### src/rtl/aes2_pkg.sv
// rtl/aes2_pkg.sv - shared types and constants for the AES2 command master
package aes2_pkg;

    localparam int AES2_IDX_W  = 7;
    localparam int AES2_DATA_W = 32;

    // Default peripheral byte base address of the AES2 block in the SoC map
    localparam logic [31:0] AES2_BASE = 32'h1010_0000;

    typedef struct packed {
        logic                   write;
        logic [AES2_IDX_W-1:0]  idx;
        logic [AES2_DATA_W-1:0] wdata;
    } cmd_t;

    typedef enum logic [1:0] {
        ST_IDLE,
        ST_REQ,
        ST_RESP
    } state_t;

    function automatic logic [AES2_IDX_W+1:0] idx_to_offset(input logic [AES2_IDX_W-1:0] idx);
        return {idx, 2'b00};
    endfunction

endpackage

### src/rtl/aes2_cmd_fifo.sv
// rtl/aes2_cmd_fifo.sv - command queue between the command port and the bus FSM
module aes2_cmd_fifo
    import aes2_pkg::*;
#(
    parameter int DEPTH = 4
) (
    input  logic clk_i,
    input  logic rst_i,
    input  logic push_i,
    input  cmd_t push_data_i,
    input  logic pop_i,
    output cmd_t head_o,
    output logic ready_o,
    output logic empty_o
);

    localparam int PTR_W = (DEPTH > 1) ? $clog2(DEPTH) : 1;
    localparam int CNT_W = $clog2(DEPTH + 1);

    cmd_t             mem [DEPTH];
    logic [PTR_W-1:0] wr_ptr;
    logic [PTR_W-1:0] rd_ptr;
    logic [CNT_W-1:0] count;
    logic             do_push;
    logic             do_pop;

    // ready comes from the registered count only: a pop in the same cycle never frees a slot early
    assign ready_o = (count < CNT_W'(DEPTH));
    assign empty_o = (count == '0);
    assign head_o  = mem[rd_ptr];
    assign do_push = push_i && ready_o;
    assign do_pop  = pop_i && !empty_o;

    always_ff @(posedge clk_i or posedge rst_i) begin
        if (rst_i) begin
            wr_ptr <= '0;
            rd_ptr <= '0;
            count  <= '0;
        end else begin
            if (do_push) wr_ptr <= wr_ptr + PTR_W'(1);
            if (do_pop)  rd_ptr <= rd_ptr + PTR_W'(1);
            case ({do_push, do_pop})
                2'b10:   count <= count + CNT_W'(1);
                2'b01:   count <= count - CNT_W'(1);
                default: count <= count;
            endcase
        end
    end

    always_ff @(posedge clk_i) begin
        if (do_push) mem[wr_ptr] <= push_data_i;
    end

endmodule

### src/rtl/aes2_cmd_master.sv
// rtl/aes2_cmd_master.sv - queues AES2 register commands and runs them on the register bus
module aes2_cmd_master
    import aes2_pkg::*;
#(
    parameter int                    ADDR_WIDTH     = 32,
    parameter int                    DATA_WIDTH     = 32,
    parameter int                    FIFO_DEPTH     = 4,
    parameter int                    TIMEOUT_CYCLES = 16,
    parameter logic [ADDR_WIDTH-1:0] BASE_ADDR      = ADDR_WIDTH'(AES2_BASE)
) (
    input  logic                    clk_i,
    input  logic                    rst_i,
    input  logic                    cmd_valid_i,
    output logic                    cmd_ready_o,
    input  logic                    cmd_write_i,
    input  logic [AES2_IDX_W-1:0]   cmd_idx_i,
    input  logic [DATA_WIDTH-1:0]   cmd_wdata_i,
    output logic [ADDR_WIDTH-1:0]   reg_addr_o,
    output logic                    reg_write_o,
    output logic                    reg_valid_o,
    output logic [DATA_WIDTH-1:0]   reg_wdata_o,
    output logic [DATA_WIDTH/8-1:0] reg_wstrb_o,
    input  logic [DATA_WIDTH-1:0]   reg_rdata_i,
    input  logic                    reg_ready_i,
    input  logic                    reg_error_i,
    output logic                    rsp_valid_o,
    input  logic                    rsp_ready_i,
    output logic [DATA_WIDTH-1:0]   rsp_rdata_o,
    output logic                    rsp_error_o,
    output logic                    rsp_timeout_o,
    output logic                    busy_o,
    output logic [7:0]              err_cnt_o
);

    localparam int WAIT_W = $clog2(TIMEOUT_CYCLES + 1);

    state_t                  state_q;
    state_t                  state_d;
    cmd_t                    cmd_in;
    cmd_t                    fifo_head;
    logic                    fifo_ready;
    logic                    fifo_empty;
    logic                    pop;
    logic                    load_rsp;
    logic                    timeout_hit;
    logic [WAIT_W-1:0]       wait_q;
    logic [ADDR_WIDTH-1:0]   req_addr_q;
    logic                    req_write_q;
    logic [DATA_WIDTH-1:0]   req_wdata_q;
    logic [DATA_WIDTH-1:0]   rsp_rdata_q;
    logic                    rsp_error_q;
    logic                    rsp_timeout_q;
    logic [7:0]              err_cnt_q;

    assign cmd_in.write = cmd_write_i;
    assign cmd_in.idx   = cmd_idx_i;
    assign cmd_in.wdata = AES2_DATA_W'(cmd_wdata_i);

    aes2_cmd_fifo #(
        .DEPTH (FIFO_DEPTH)
    ) u_fifo (
        .clk_i       (clk_i),
        .rst_i       (rst_i),
        .push_i      (cmd_valid_i),
        .push_data_i (cmd_in),
        .pop_i       (pop),
        .head_o      (fifo_head),
        .ready_o     (fifo_ready),
        .empty_o     (fifo_empty)
    );

    always_ff @(posedge clk_i or posedge rst_i) begin
        if (rst_i) state_q <= ST_IDLE;
        else       state_q <= state_d;
    end

    always_comb begin
        state_d     = state_q;
        pop         = 1'b0;
        load_rsp    = 1'b0;
        timeout_hit = 1'b0;
        case (state_q)
            ST_IDLE: begin
                if (!fifo_empty) begin
                    pop     = 1'b1;
                    state_d = ST_REQ;
                end
            end
            ST_REQ: begin
                // a ready arriving in the last allowed cycle still wins over the timeout
                if (reg_ready_i) begin
                    load_rsp = 1'b1;
                    state_d  = ST_RESP;
                end else if (wait_q == WAIT_W'(TIMEOUT_CYCLES - 1)) begin
                    load_rsp    = 1'b1;
                    timeout_hit = 1'b1;
                    state_d     = ST_RESP;
                end
            end
            ST_RESP: begin
                if (rsp_ready_i) state_d = ST_IDLE;
            end
            default: state_d = ST_IDLE;
        endcase
    end

    always_ff @(posedge clk_i or posedge rst_i) begin
        if (rst_i) begin
            wait_q      <= '0;
            req_addr_q  <= '0;
            req_write_q <= 1'b0;
            req_wdata_q <= '0;
        end else begin
            if (pop) begin
                wait_q      <= '0;
                req_addr_q  <= BASE_ADDR + ADDR_WIDTH'(idx_to_offset(fifo_head.idx));
                req_write_q <= fifo_head.write;
                req_wdata_q <= DATA_WIDTH'(fifo_head.wdata);
            end else if (state_q == ST_REQ) begin
                wait_q <= wait_q + WAIT_W'(1);
            end
        end
    end

    always_ff @(posedge clk_i or posedge rst_i) begin
        if (rst_i) begin
            rsp_rdata_q   <= '0;
            rsp_error_q   <= 1'b0;
            rsp_timeout_q <= 1'b0;
            err_cnt_q     <= '0;
        end else if (load_rsp) begin
            rsp_rdata_q   <= (timeout_hit || req_write_q) ? '0 : reg_rdata_i;
            rsp_error_q   <= timeout_hit || reg_error_i;
            rsp_timeout_q <= timeout_hit;
            if ((timeout_hit || reg_error_i) && (err_cnt_q != 8'hFF))
                err_cnt_q <= err_cnt_q + 8'd1;
        end
    end

    assign cmd_ready_o   = fifo_ready;
    assign reg_valid_o   = (state_q == ST_REQ);
    assign reg_write_o   = (state_q == ST_REQ) && req_write_q;
    assign reg_addr_o    = req_addr_q;
    assign reg_wdata_o   = req_wdata_q;
    assign reg_wstrb_o   = '1;
    assign rsp_valid_o   = (state_q == ST_RESP);
    assign rsp_rdata_o   = rsp_rdata_q;
    assign rsp_error_o   = rsp_error_q;
    assign rsp_timeout_o = rsp_timeout_q;
    assign busy_o        = !fifo_empty || (state_q != ST_IDLE);
    assign err_cnt_o     = err_cnt_q;

endmodule

### config.mk
export PLATFORM = sky130hd
export DESIGN_NAME = aes2_cmd_master
export DESIGN_NICKNAME = d
export VERILOG_FILES = /design/src/rtl/aes2_pkg.sv /design/src/rtl/aes2_cmd_fifo.sv /design/src/rtl/aes2_cmd_master.sv
export SDC_FILE = /design/constraint.sdc
export NUM_CORES = 1
export LEC_CHECK = 0
export BUFFER_PORTS_ARGS = -buffer_cell sky130_fd_sc_hd__buf_4
export CAP_MARGIN = 40
export CORE_MARGIN = 8
export CORE_UTILIZATION = 50
export CTS_CLUSTER_DIAMETER = 30
export DETAILED_ROUTE_END_ITERATION = 10
export GPL_ROUTABILITY_DRIVEN = 0
export PLACE_DENSITY = 0.81
export SLEW_MARGIN = 30
export SYNTH_ARGS = -nofsm -noshare
export SYNTH_HDL_FRONTEND = slang
export SYNTH_SLANG_ARGS = --single-unit
### constraint.sdc
create_clock -name clk_i -period 4.1 [get_ports clk_i]
set_input_delay 0.82 -clock clk_i [delete_from_list [all_inputs] [get_ports clk_i]]
set_output_delay 0.82 -clock clk_i [all_outputs]
set_load 0.005 [all_outputs]
==> results.md, run 1 <==
- CP Max Fanout: 11
- Via count: approximately 5600
- PortBufs: 165
- Core area: 0.0195 sq mm
- Clk pin slew, worst setup/hold paths: 50 ps
- Footprint of the multi-input gates: 0.00237 sq mm
- Post-synthesis cell area: 0.00990 sq mm
- Post-DP HPWL: 13600 um
- Most frequent cells in the layout: buf_4, edfxtp_1, nand2_1, dfrtp_1, clkbuf_16
- Max-cap violations: 0
- Outcome: completed
- Top FF cell, synth: edfxtp_1
- Top delay family on crit path: simple AND/OR/NAND/NOR gates
- Commonest non-fill, non-tap cell in the layout: buf_4
- Crit path cell chain: nand2b_1 -> inv_1 -> and2_1 -> buf_4
- Share of cells above drive strength 1: 36.8%
- Die Area: 0.0246 sq mm
- Post-Route WL: ~21000 um
- 1st-pass router iterations: 5
- Period minus WS final: 2760 ps
- Post-DRT Antenna Nets: 0
- Final Hold Viols: 0
- DRC viols: 0
- Combinational Power Share: roughly 28%
- Post-route cell area: about 0.013 sq mm
- Async S/R FF share, synth: 37.7%
- Clock share of power: between 30% and 40%
- IO Count: 193
- Overall power: 10.1 mW
- Syn_area_per_cell: 16.3 sq um
- # placed instances: 1015
- Net Sw Frac: 29.9%
- CTS tree: built
- Critical path type: flop to output port
- Yosys top cell area share: 48.5%
- Cell with the largest stage delay on the worst path: dfrtp_1
- Largest net degree at the start of global routing: 48
- Antenna violations before repair: 1
- Vias in the first global route: slightly below 6000
- Clock Skews: 17.5 ps
- Cts repair resizes: 0
- Internal: a little over 7 mW
- Data required time at the worst endpoint: 3280 ps
- Largest stage delay on the critical path: between 300 and 400 ps
- Hold Crit Class: primary input to async pin
- DR WL/cell: approximately 19 um
- Initial Util: between 50% and 60%
- Area grow syn2layout: 28.9%
- Setup TNS: 0 ps
- Ant. Diodes: 0
- Worst-margin pin slew: 629 ps
- Area leader, netlist: edfxtp_1
- Post-route non-filler standard cell count: 1091
- Core Util, Final: 65.6%
- Syn Inst Count: 608
- Register share of total power: a little under two fifths
- Setup-failing EPs final: 0
- Total track usage: 17.3%
- Layout Nets: 882
- Row cnt: about 50
- Die width: 157 um
- Die Height: ~160 um
- Dpl ws: approximately 1600 ps
- First-pass GRT wire length: ~33000 um
- Clk root buf: clkbuf_16
- EDFF count, synth: 160
- CTS sink cnt: 257
- CTS Buffer Depth: 3
- GR Overflow Total: 0
- Clock Latency Late Sink: ~520 ps
- Hold slack final: 339 ps
- Rel. slew slack: 58.0%
- Postcts setup bufs: 0
- CTS Hold Buffers Added: 0
- Yosys cell types: 37
- Sequential area share after synthesis: about three quarters
- Leakage power: 5.33 nW
- Fillcell total: 1360
- Sequential Area: 0.00723 sq mm
- CTS Buf Count: 41
- FMAX: 362 MHz
- Synth warnings: 0
- Placed cell areas: 0.0113 sq mm
- Arr. time, crit path: 1940 ps
- Sw Pwr: ~3.0 mW
- Setup crit start kind: flop
- Max H-tree Level: 2
- RSZ-0062 raised after global routing: false
- Crit end category: output port
- Max IR drop VDD: about 0.54 mV
- Final worst setup slack: between 1000 and 1500 ps
- Synth area leaders: edfxtp_1, dfrtp_1, mux4_2
- Via-to-Cell Ratio: 5.15
- Yosys reg bits: around 260
- Power Dens Cells: 792 mW/mm^2
- Final period util: 67.3%
- Buf/Inv on CP: 2
- Max Transition Viols Final: 0
- 1st-iter DRT viols: 268
-- path summary, 6_finish.rpt --
kind / to / slack [ps] / cells past startpoint / from
max in group asynchronous: reg_wdata_o[0]$_DFFE_PP0P_ / 2940 / 3 / rst_i
min in group clk_i: reg_wdata_o[29]$_DFFE_PP0P_ / 470 / 2 / reg_wdata_o[29]$_DFFE_PP0P_
hold reg to reg: reg_wdata_o[29]$_DFFE_PP0P_ / 470 / 2 / reg_wdata_o[29]$_DFFE_PP0P_
setup reg to reg: u_fifo.count[2]$_DFFE_PP0P_ / 1830 / 10 / state_q[0]$_DFFE_PP0P_
setup / recovery: reg_write_o / 1340 / 4 / state_q[1]$_DFFE_PP0P_
hold / removal: u_fifo.rd_ptr[1]$_DFFE_PP0P_ / 340 / 2 / rst_i
-- cells by family (layout without fill, tap and decap cells) --
group	count (synthesis)	after routing	synth area share [%]
muxes	46	46	9.80
DFF	257	257	73.1
AOI/OAI and AO/OA	47	47	3.87
adders and majority gates	9	9	1.21
other	2	27	0.0759
xor gates and xnor gates	11	11	0.973
and+or+nand+nor	167	167	6.96
buffers and inverters	69	262	4.06
-- synth_stat cells, types with 2 or more instances --
master    count
nand3_1       8
xnor2_1       7
clkbuf_1      7
inv_1        12
ha_1          8
mux2_2        3
and2_1        5
xor2_1        4
buf_2        15
o21ai_0       6
a22o_1       32
nand2_1     134
a21oi_1       4
buf_4        33
conb_1        2
nor2_1        7
mux2i_1       2
dfrtp_1      97
edfxtp_1    160
mux4_2       40
nand2b_1      5
nor3_1        2
-- power groups by stage --
stage               Combinational, mW  Sequential (mW)  Clock [mW]
finish                           2.84             3.88        3.39
global route                     3.13             3.96        3.55
CTS                              2.80             3.91        3.45
detailed placement               2.77             3.95           0
global placement                 2.64             3.96           0
floorplan                        1.72             3.81           0
-- registers in the layout, summed over array words and instances (netlist names) --
name           count
u_fifo.count       3
err_cnt_o          8
u_fifo.wr_ptr      2
state_q            2
req_write_q        1
reg_wdata_o       32
wait_q             5
rsp_timeout_o      1
reg_addr_o         8
rsp_rdata_o       32
u_fifo.mem       160
rsp_error_o        1
u_fifo.rd_ptr      2
-- final cells by class --
class / instances / share of cell area, %
sequential: 257 / 56.7
tap: 265 / 2.60
inverter: 13 / 0.402
multi-input combinational: 307 / 18.6
timing repair buffer: 175 / 10.8
clock inverter: 26 / 2.20
clock buffer: 48 / 8.74
-- routing by layer --
metal | part of all wire (%) | vias up | track usage (%)
met2 | 48 | 241 | 28.4
met4 | 3.0 | 2 | 7.23
li1 | - | 2551 | -
met3 | 9.2 | 44 | 5.54
met5 | 0.061 | - | 0
met1 | 40 | 2785 | 20.7
Note: power is estimated with default switching activity, not from simulation.
==> inputs of run 2 (changes only) <==
ABC_AREA = 1   (was default)
clock period = 2.82 ns   (was 4.1 ns; I/O delays follow)
==> run 2 against run 1 <==
  * Clock skew up 3.6 ps
  * Die area up 4.8%
  * Final cell count is 35% higher
  * Count of clock-buffer cells in the layout increased by 8
  * Global-route usage rose by 1.5 points
  * Register-to-register slack worse by 1300 ps
  * First-iteration DRC count grew 140%
  * Sequential share of layout area decreased by 2.8 points
  * Critical path depth is 6 higher
  * Final area grew 5.2%
  * Via count is 33% higher
  * Critical endpoint is now rsp_rdata_o[25]$_DFFE_PP0P_
  * Largest cell class unchanged
==> results.md, run 2 <==
- Outcome: completed (unchanged)
- Rel. slew slack: 43.7% (was 58.0%)
- GR Overflow Total: 0 (unchanged)
- Ant. Diodes: 0 (unchanged)
- Setup crit start kind: flop (unchanged)
- Yosys reg bits: 257 (unchanged)
- RSZ-0062 raised after global routing: false (unchanged)
- Max H-tree Level: 2 (unchanged)
- Max IR drop VDD: 0.613 mV (was 0.536 mV)
- CTS Buffer Depth: 3 (unchanged)
- Yosys cell types: 26 (was 37)
- IO Count: 193 (unchanged)
- Worst-margin pin slew: 845 ps (was 629 ps)
- CTS Buf Count: 45 (was 41)
- Power Dens Cells: 1150 mW/mm^2 (was 792 mW/mm^2)
- Syn_area_per_cell: 10.7 sq um (was 16.3 sq um)
- DRC viols: 0 (unchanged)
- Post-route non-filler standard cell count: 1472 (was 1091)
- CTS sink cnt: 257 (unchanged)
- Crit path to: rsp_rdata_o[25]$_DFFE_PP0P_ (was reg_write_o)
- Antenna violations before repair: 0 (was 1)
- Data required time at the worst endpoint: 3240 ps (was 3280 ps)
- Leakage power: 5.88 nW (was 5.33 nW)
- Setup TNS: 0 ps (unchanged)
- Syn Inst Count: 978 (was 608)
- Critical path type: flop to flop (was flop to output port)
- Via-to-Cell Ratio: 5.07 (was 5.15)
- Core area: 0.0208 sq mm (was 0.0195 sq mm)
- # placed instances: 1386 (was 1015)
- PortBufs: 165 (unchanged)
- Max Transition Viols Final: 0 (unchanged)
- Post-Route WL: 24700 um (was 21300 um)
- Cell with the largest stage delay on the worst path: inv_2 (was dfrtp_1)
- 1st-iter DRT viols: 634 (was 268)
- Fillcell total: 1505 (was 1360)
- Top FF cell, synth: edfxtp_1 (unchanged)
- Clock Skews: 21.1 ps (was 17.5 ps)
- Max-cap violations: 0 (unchanged)
- Die width: 160 um (was 157 um)
- Area leader, netlist: edfxtp_1 (unchanged)
- Met2 Use GR: 32.0% (was 28.4%)
- Flop2flop setup slack: 520 ps (was 1830 ps)
- Crit path cell chain: ha_1 -> nand2_1 -> nor2_1 -> ha_1 -> inv_1 -> nand2_1 -> nand2_4 -> inv_2 -> nand2_1 -> o21ai_1 (was nand2b_1 -> inv_1 -> and2_1 -> buf_4)
- Commonest non-fill, non-tap cell in the layout: nand2_1 (was buf_4)
- Setup-failing EPs final: 0 (unchanged)
- First-pass GRT wire length: 39200 um (was 32600 um)
- Yosys top cell area share: 46.1% (was 48.5%)
- Arr. time, crit path: 2730 ps (was 1940 ps)
- Worst r2r path cells: 10 (unchanged)
- CP dominant cell by count: nand2_1
- Synth area leaders: edfxtp_1, dfrtp_1, nand2_1 (was edfxtp_1, dfrtp_1, mux4_2)
- Sequential area share after synthesis: 69.4% (was 73.1%)
- Buf/Inv on CP: 2 (unchanged)
- Final worst setup slack: 517 ps (was 1340 ps)
- CTS tree: built (unchanged)
- Final period util: 81.7%
- Via count: 7464 (was 5623)
- Initial Util: 50.2% (was 50.9%)
- Share of cells above drive strength 1: 23.0% (was 36.8%)
- Final Hold Viols: 0 (unchanged)
- Die Area: 0.0257 sq mm (was 0.0246 sq mm)
- Top delay family on crit path: simple AND/OR/NAND/NOR gates (unchanged)
- Clk root buf: clkbuf_16 (unchanged)
- Post-DP HPWL: 15200 um (was 13600 um)
- Top-count cell post-synth: nand2_1 (was edfxtp_1)
- Async S/R FF share, synth: 37.7% (unchanged)
- Clock Latency Late Sink: 520 ps (about the same)
- Dpl ws: 549 ps (was 1560 ps)
- Row cnt: 53 (was 51)
- Total track usage: 18.8% (was 17.3%)
- Largest stage delay on the critical path: 470 ps (was 380 ps)
- Layout Nets: 1247 (was 882)
- Reg with most FFs: u_fifo.mem (unchanged)
- FMAX: 434 MHz
- Vias in the first global route: 7688 (was 5956)
- Period minus WS final: 2300 ps
- Clk pin slew, worst setup/hold paths: 60 ps (was 50 ps)
- Largest net degree at the start of global routing: 82 (was 48)
- Hold Crit Class: primary input to flop (was primary input to async pin)
- Gr busiest metal: met2 (unchanged)
- Synth warnings: 0 (unchanged)
- Most frequent cells after synthesis: nand2_1, nor2_1, edfxtp_1, dfrtp_1, o21ai_0 (was edfxtp_1, nand2_1, dfrtp_1, mux4_2, buf_4)
- Met1 usage: 22.6% (was 20.7%)
- Hold path depth: 1
- CP Depth: 10 (was 4)
- Worst reg2reg startpoint: wait_q[0]$_DFFE_PP0P_ (was state_q[0]$_DFFE_PP0P_)
- Crit end category: flop (was output port)
- EDFF count, synth: 160 (unchanged)
- GR Util met3: 4.84% (was 5.54%)
- Reg2reg end: rsp_rdata_o[25]$_DFFE_PP0P_ (was u_fifo.count[2]$_DFFE_PP0P_)
- Crit. Startpoint: wait_q[0]$_DFFE_PP0P_ (was state_q[1]$_DFFE_PP0P_)
- Area grow syn2layout: 28.8% (was 28.9%)
- DR WL/cell: 16.8 um (was 19.5 um)
- CP Max Fanout: 36 (was 11)
- Max reg flops: 160 (unchanged)
- Die Height: 160 um (was 157 um)
- Post-DRT Antenna Nets: 0 (unchanged)
- 1st-pass router iterations: 5 (unchanged)
- Most frequent cells in the layout: nand2_1, buf_4, nor2_1, edfxtp_1, dfrtp_1 (was buf_4, edfxtp_1, nand2_1, dfrtp_1, clkbuf_16)
- Post-synthesis cell area: 0.0104 sq mm (was 0.00990 sq mm)
==> run 2: cell families (layout without fill, tap and decap cells) <==
family / after synthesis / after routing / share of synthesized area, %
AOI/OAI and AO/OA: 122 / 122 / 5.89
xor gates and xnor gates: 8 / 8 / 0.672
adders and majority gates: 9 / 9 / 1.15
buffers and inverters: 102 / 296 / 5.15
DFF: 257 / 257 / 69.4
other: 2 / 27 / 0.0720
and+or+nand+nor: 478 / 478 / 17.7
==> run 2: worst min-delay path by stage <==
stage	start	endpoint	slack [ps]
4_1_cts	rst_i	rsp_rdata_o[16]$_DFFE_PP0P_	190
6_report	cmd_idx_i[5]	u_fifo.mem[2][37]$_DFFE_PP_	240
3_5_place_dp	reg_wdata_o[17]$_DFFE_PP0P_	reg_wdata_o[17]$_DFFE_PP0P_	470
2_1_floorplan	u_fifo.count[0]$_DFFE_PP0P_	u_fifo.count[0]$_DFFE_PP0P_	450
5_1_grt	cmd_wdata_i[26]	u_fifo.mem[3][26]$_DFFE_PP_	230
3_3_place_gp	reg_wdata_o[3]$_DFFE_PP0P_	reg_wdata_o[3]$_DFFE_PP0P_	460
==> run 2: worst register-to-register path: cells and delay by family (launching register included) <==
| family | cells | cell delay, ps |
|---|---|---|
| and+or+nand+nor | 5 | 750 |
| buffers and inverters | 2 | 520 |
| DFF | 1 | 390 |
| adders and majority gates | 2 | 350 |
| AOI/OAI and AO/OA | 1 | 200 |
==> run 2: layout make-up <==
class                      count  area (sq um)  share of cell area, %
tap                          275           344                   2.56
sequential                   257          7230                   53.9
timing repair buffer         182          1410                   10.5
clock inverter                28           302                   2.25
inverter                      30           116                  0.867
multi-input combinational    644          2780                   20.7
clock buffer                  56          1240                   9.24
==> run 2: repair_timing <==
| action | CTS | global route |
|---|---|---|
| resized for setup | 0 | 0 |
| buffers inserted | 0 | 0 |
| hold buffers | 0 | 1 |
| endpoints found under the hold margin | 0 | 3 |
| setup endpoints to repair | 0 | 0 |
==> run 2: metal layers <==
| metal | vias up | wire [um] |
|---|---|---|
| met2 | 318 | 12100 |
| met4 | 0 | 488 |
| met3 | 41 | 1770 |
| li1 | 3540 | - |
| met5 | - | 0 |
| met1 | 3565 | 10400 |
==> run 2: power breakdown <==
group	total [mW]	switching [mW]	internal [mW]
logic	4.70	2.94	1.76
clock network	5.37	1.90	3.47
registers	5.43	0.459	4.97
total	15.5	5.30	10.2
==> run 2: metrics by stage <==
stage / total power, mW / instance area [sq um] / utilization, % / hold WS (ps)
2_1_floorplan: 8.30 / 10500 / - / 446
3_3_place_gp: 9.97 / 11900 / 57.1 / 464
3_5_place_dp: 10.1 / 11900 / 57.1 / 466
4_1_cts: 15.6 / 13400 / 64.5 / 187
5_1_grt: 16.4 / 13400 / 64.7 / 226
6_report: 15.5 / 13400 / 64.7 / 243
==> inputs of run 3 (changes only) <==
clock period = 2.2 ns   (was 2.82 ns; I/O delays follow)
==> run 3 against run 2 <==
  * Register-to-register slack worse by 330 ps
  * Final area up 1.4%
  * Clock skew down 2.3 ps
  * First-iteration DRC count down 25%
  * Worst hold slack worse by 160 ps
  * Via count up 0.20%
  * Critical path depth down 6
  * Final cell count up 0.27%
  * Critical path type is now flop to output port
  * Largest power group is now the clock network
==> results.md, run 3 (synthesis gave the netlist of run 2 again) <==
- Outcome: completed (unchanged)
- Max Transition Viols Final: 0 (unchanged)
- Max H-tree Level: 2 (unchanged)
- Setup-failing EPs final: 0 (unchanged)
- Most frequent cells in the layout: nand2_1, buf_4, nor2_1, edfxtp_1, dfrtp_1 (unchanged)
- Commonest non-fill, non-tap cell in the layout: nand2_1 (unchanged)
- CTS Hold Buffers Added: 0 (unchanged)
- Final Hold Viols: 0 (unchanged)
- CTS tree: built (unchanged)
- Register share of total power: 34.0% (was 35.1%)
- Die Height: 160 um (unchanged)
- Vias in the first global route: 7691 (was 7688)
- RSZ-0062 raised after global routing: false (unchanged)
- # placed instances: 1390 (was 1386)
- Initial Util: 50.2% (unchanged)
- Layout Nets: 1250 (was 1247)
- 1st-iter DRT viols: 477 (was 634)
- Post-Route WL: 24600 um (was 24700 um)
- Die width: 160 um (unchanged)
- Post-DRT Antenna Nets: 0 (unchanged)
- Total track usage: 18.9% (was 18.8%)
- FMAX: between 400 and 500 MHz
- Max-cap violations: 0 (unchanged)
- Via count: 7479 (was 7464)
- Leakage power: 5.98 nW (was 5.88 nW)
- Setup crit start kind: flop (unchanged)
- Largest net degree at the start of global routing: 98 (was 82)
- Die Area: 0.0257 sq mm (unchanged)
- Area grow syn2layout: 30.6% (was 28.8%)
- Ant. Diodes: 0 (unchanged)
- Max reg flops: 160 (unchanged)
- 1st-pass router iterations: 5 (unchanged)
- Clock Skews: 18.8 ps (was 21.1 ps)
- DR WL/cell: 16.7 um (was 16.8 um)
- IO Count: 193 (unchanged)
- CTS Buffer Depth: 3 (unchanged)
- Final period util: 92.6%
- Row cnt: 53 (unchanged)
- Post-route non-filler standard cell count: 1476 (was 1472)
- First-pass GRT wire length: 39600 um (was 39200 um)
- Hold slack final: 80.2 ps (was 243 ps)
- Antenna violations before repair: 1 (was 0)
- Period minus WS final: about 2000 ps
- Clk root buf: clkbuf_16 (unchanged)
- Via-to-Cell Ratio: 5.07 (about the same)
- Clock share of power: 36.2% (was 34.7%)
- Net Sw Frac: 33.9% (was 34.2%)
- CP Max Fanout: 7 (was 36)
- Reg with most FFs: u_fifo.mem (unchanged)
- Sw Pwr: 6.94 mW (was 5.30 mW)
- Core area: 0.0208 sq mm (unchanged)
- Crit end category: output port (was flop)
- Data required time at the worst endpoint: 1760 ps (was 3240 ps)
- Critical path type: flop to output port (was flop to flop)
- CTS sink cnt: 257 (unchanged)
- Rel. slew slack: 61.7% (was 43.7%)
- PortBufs: 165 (unchanged)
- Clock Latency Late Sink: 530 ps (was 520 ps)
- Hold Crit Class: primary input to async pin (was primary input to flop)
- Combinational Power Share: 29.7% (was 30.3%)
- Max IR drop VDD: 1.13 mV (was 0.613 mV)
- Post-DP HPWL: 14700 um (was 15200 um)
- CTS Buf Count: 46 (was 45)
- Worst-margin pin slew: 574 ps (was 845 ps)
- Share of cells above drive strength 1: 23.8% (was 23.0%)
- GR Overflow Total: 0 (unchanged)
- Arr. time, crit path: 1600 ps (was 2730 ps)
- Internal: 13.5 mW (was 10.2 mW)
- DRC viols: 0 (unchanged)
- Cts repair resizes: 0 (unchanged)
- Clk pin slew, worst setup/hold paths: 50 ps (was 60 ps)
- Postcts setup bufs: 0 (unchanged)
- Power Dens Cells: 1500 mW/mm^2 (was 1150 mW/mm^2)
-- run 3: cell count changes in the layout (fill, tap and decap cells not counted), moves of 2 or more --
cell	previous run	this run
bufinv_16	3	5
inv_8	3	6
clkinv_2	1	4
inv_6	10	8
buf_12	3	7
clkinvlp_4	4	2
clkbuf_1	6	1
-- run 3: stage by stage --
| step | instance area, sq um | TNS [ps] | power, mW | worst slack (ps) | utilization [%] |
|---|---|---|---|---|---|
| 6_report | 13600 | 0 | 20.5 | 163 | 65.6 |
| 3_5_place_dp | 11900 | 0 | 13.1 | 283 | 57.6 |
| 3_3_place_gp | 11900 | 0 | 12.9 | 396 | 57.6 |
| 5_1_grt | 13600 | 0 | 21.8 | 31.5 | 65.6 |
| 2_1_floorplan | 10500 | -97200 | 10.6 | -608 | - |
| 4_1_cts | 13600 | 0 | 20.7 | 124 | 65.6 |
-- run 3: layout make-up --
class | count | area (sq um)
Tap cell | 275 | 344
Clock inverter | 33 | 413
Fill cell | 1523 | 7140
Sequential cell | 257 | 7230
Multi-Input combinational cell | 644 | 2780
Timing Repair Buffer | 184 | 1470
Clock buffer | 53 | 1260
Inverter | 30 | 116
-- run 3: power groups by stage --
stage	Clock (mW)	Sequential, mW	Combinational (mW)
after global routing	7.74	7.09	6.92
final	7.42	6.97	6.09
after floorplan	0	6.99	3.65
after detailed placement	0	7.04	6.10
after CTS	7.53	6.98	6.19
after global placement	0	7.01	5.90
-- run 3: critical path: stages (launching register included) --
cell	delay [ps]
dfrtp_1	450
inv_1	140
nand2_1	200
nor2_1	150
buf_4	130
-- run 3: per-layer routing --
layer	part of all wire (%)	vias up	wire length [um]	GRT usage [%]
met5	0.053	-	13	0
met1	41	3547	10200	22.6
met3	9.0	44	2220	6.04
met4	2.0	2	489	6.84
li1	-	3546	-	-
met2	48	340	11700	31.7
-- run 3: path summary, 6_finish.rpt --
check / from / to / slack, ps / cells past startpoint
worst max register to register: wait_q[0]$_DFFE_PP0P_ / rsp_rdata_o[27]$_DFFE_PP0P_ / 190 / 10
worst min register to register: u_fifo.count[0]$_DFFE_PP0P_ / u_fifo.count[0]$_DFFE_PP0P_ / 480 / 1
max in group asynchronous: rst_i / u_fifo.rd_ptr[0]$_DFFE_PP0P_ / 1710 / 3
worst min-delay path: rst_i / err_cnt_o[4]$_DFFE_PP0P_ / 80 / 3
min in group clk_i: cmd_wdata_i[3] / u_fifo.mem[2][3]$_DFFE_PP_ / 110 / 1
worst max-delay path: state_q[1]$_DFFE_PP0P_ / reg_write_o / 160 / 4
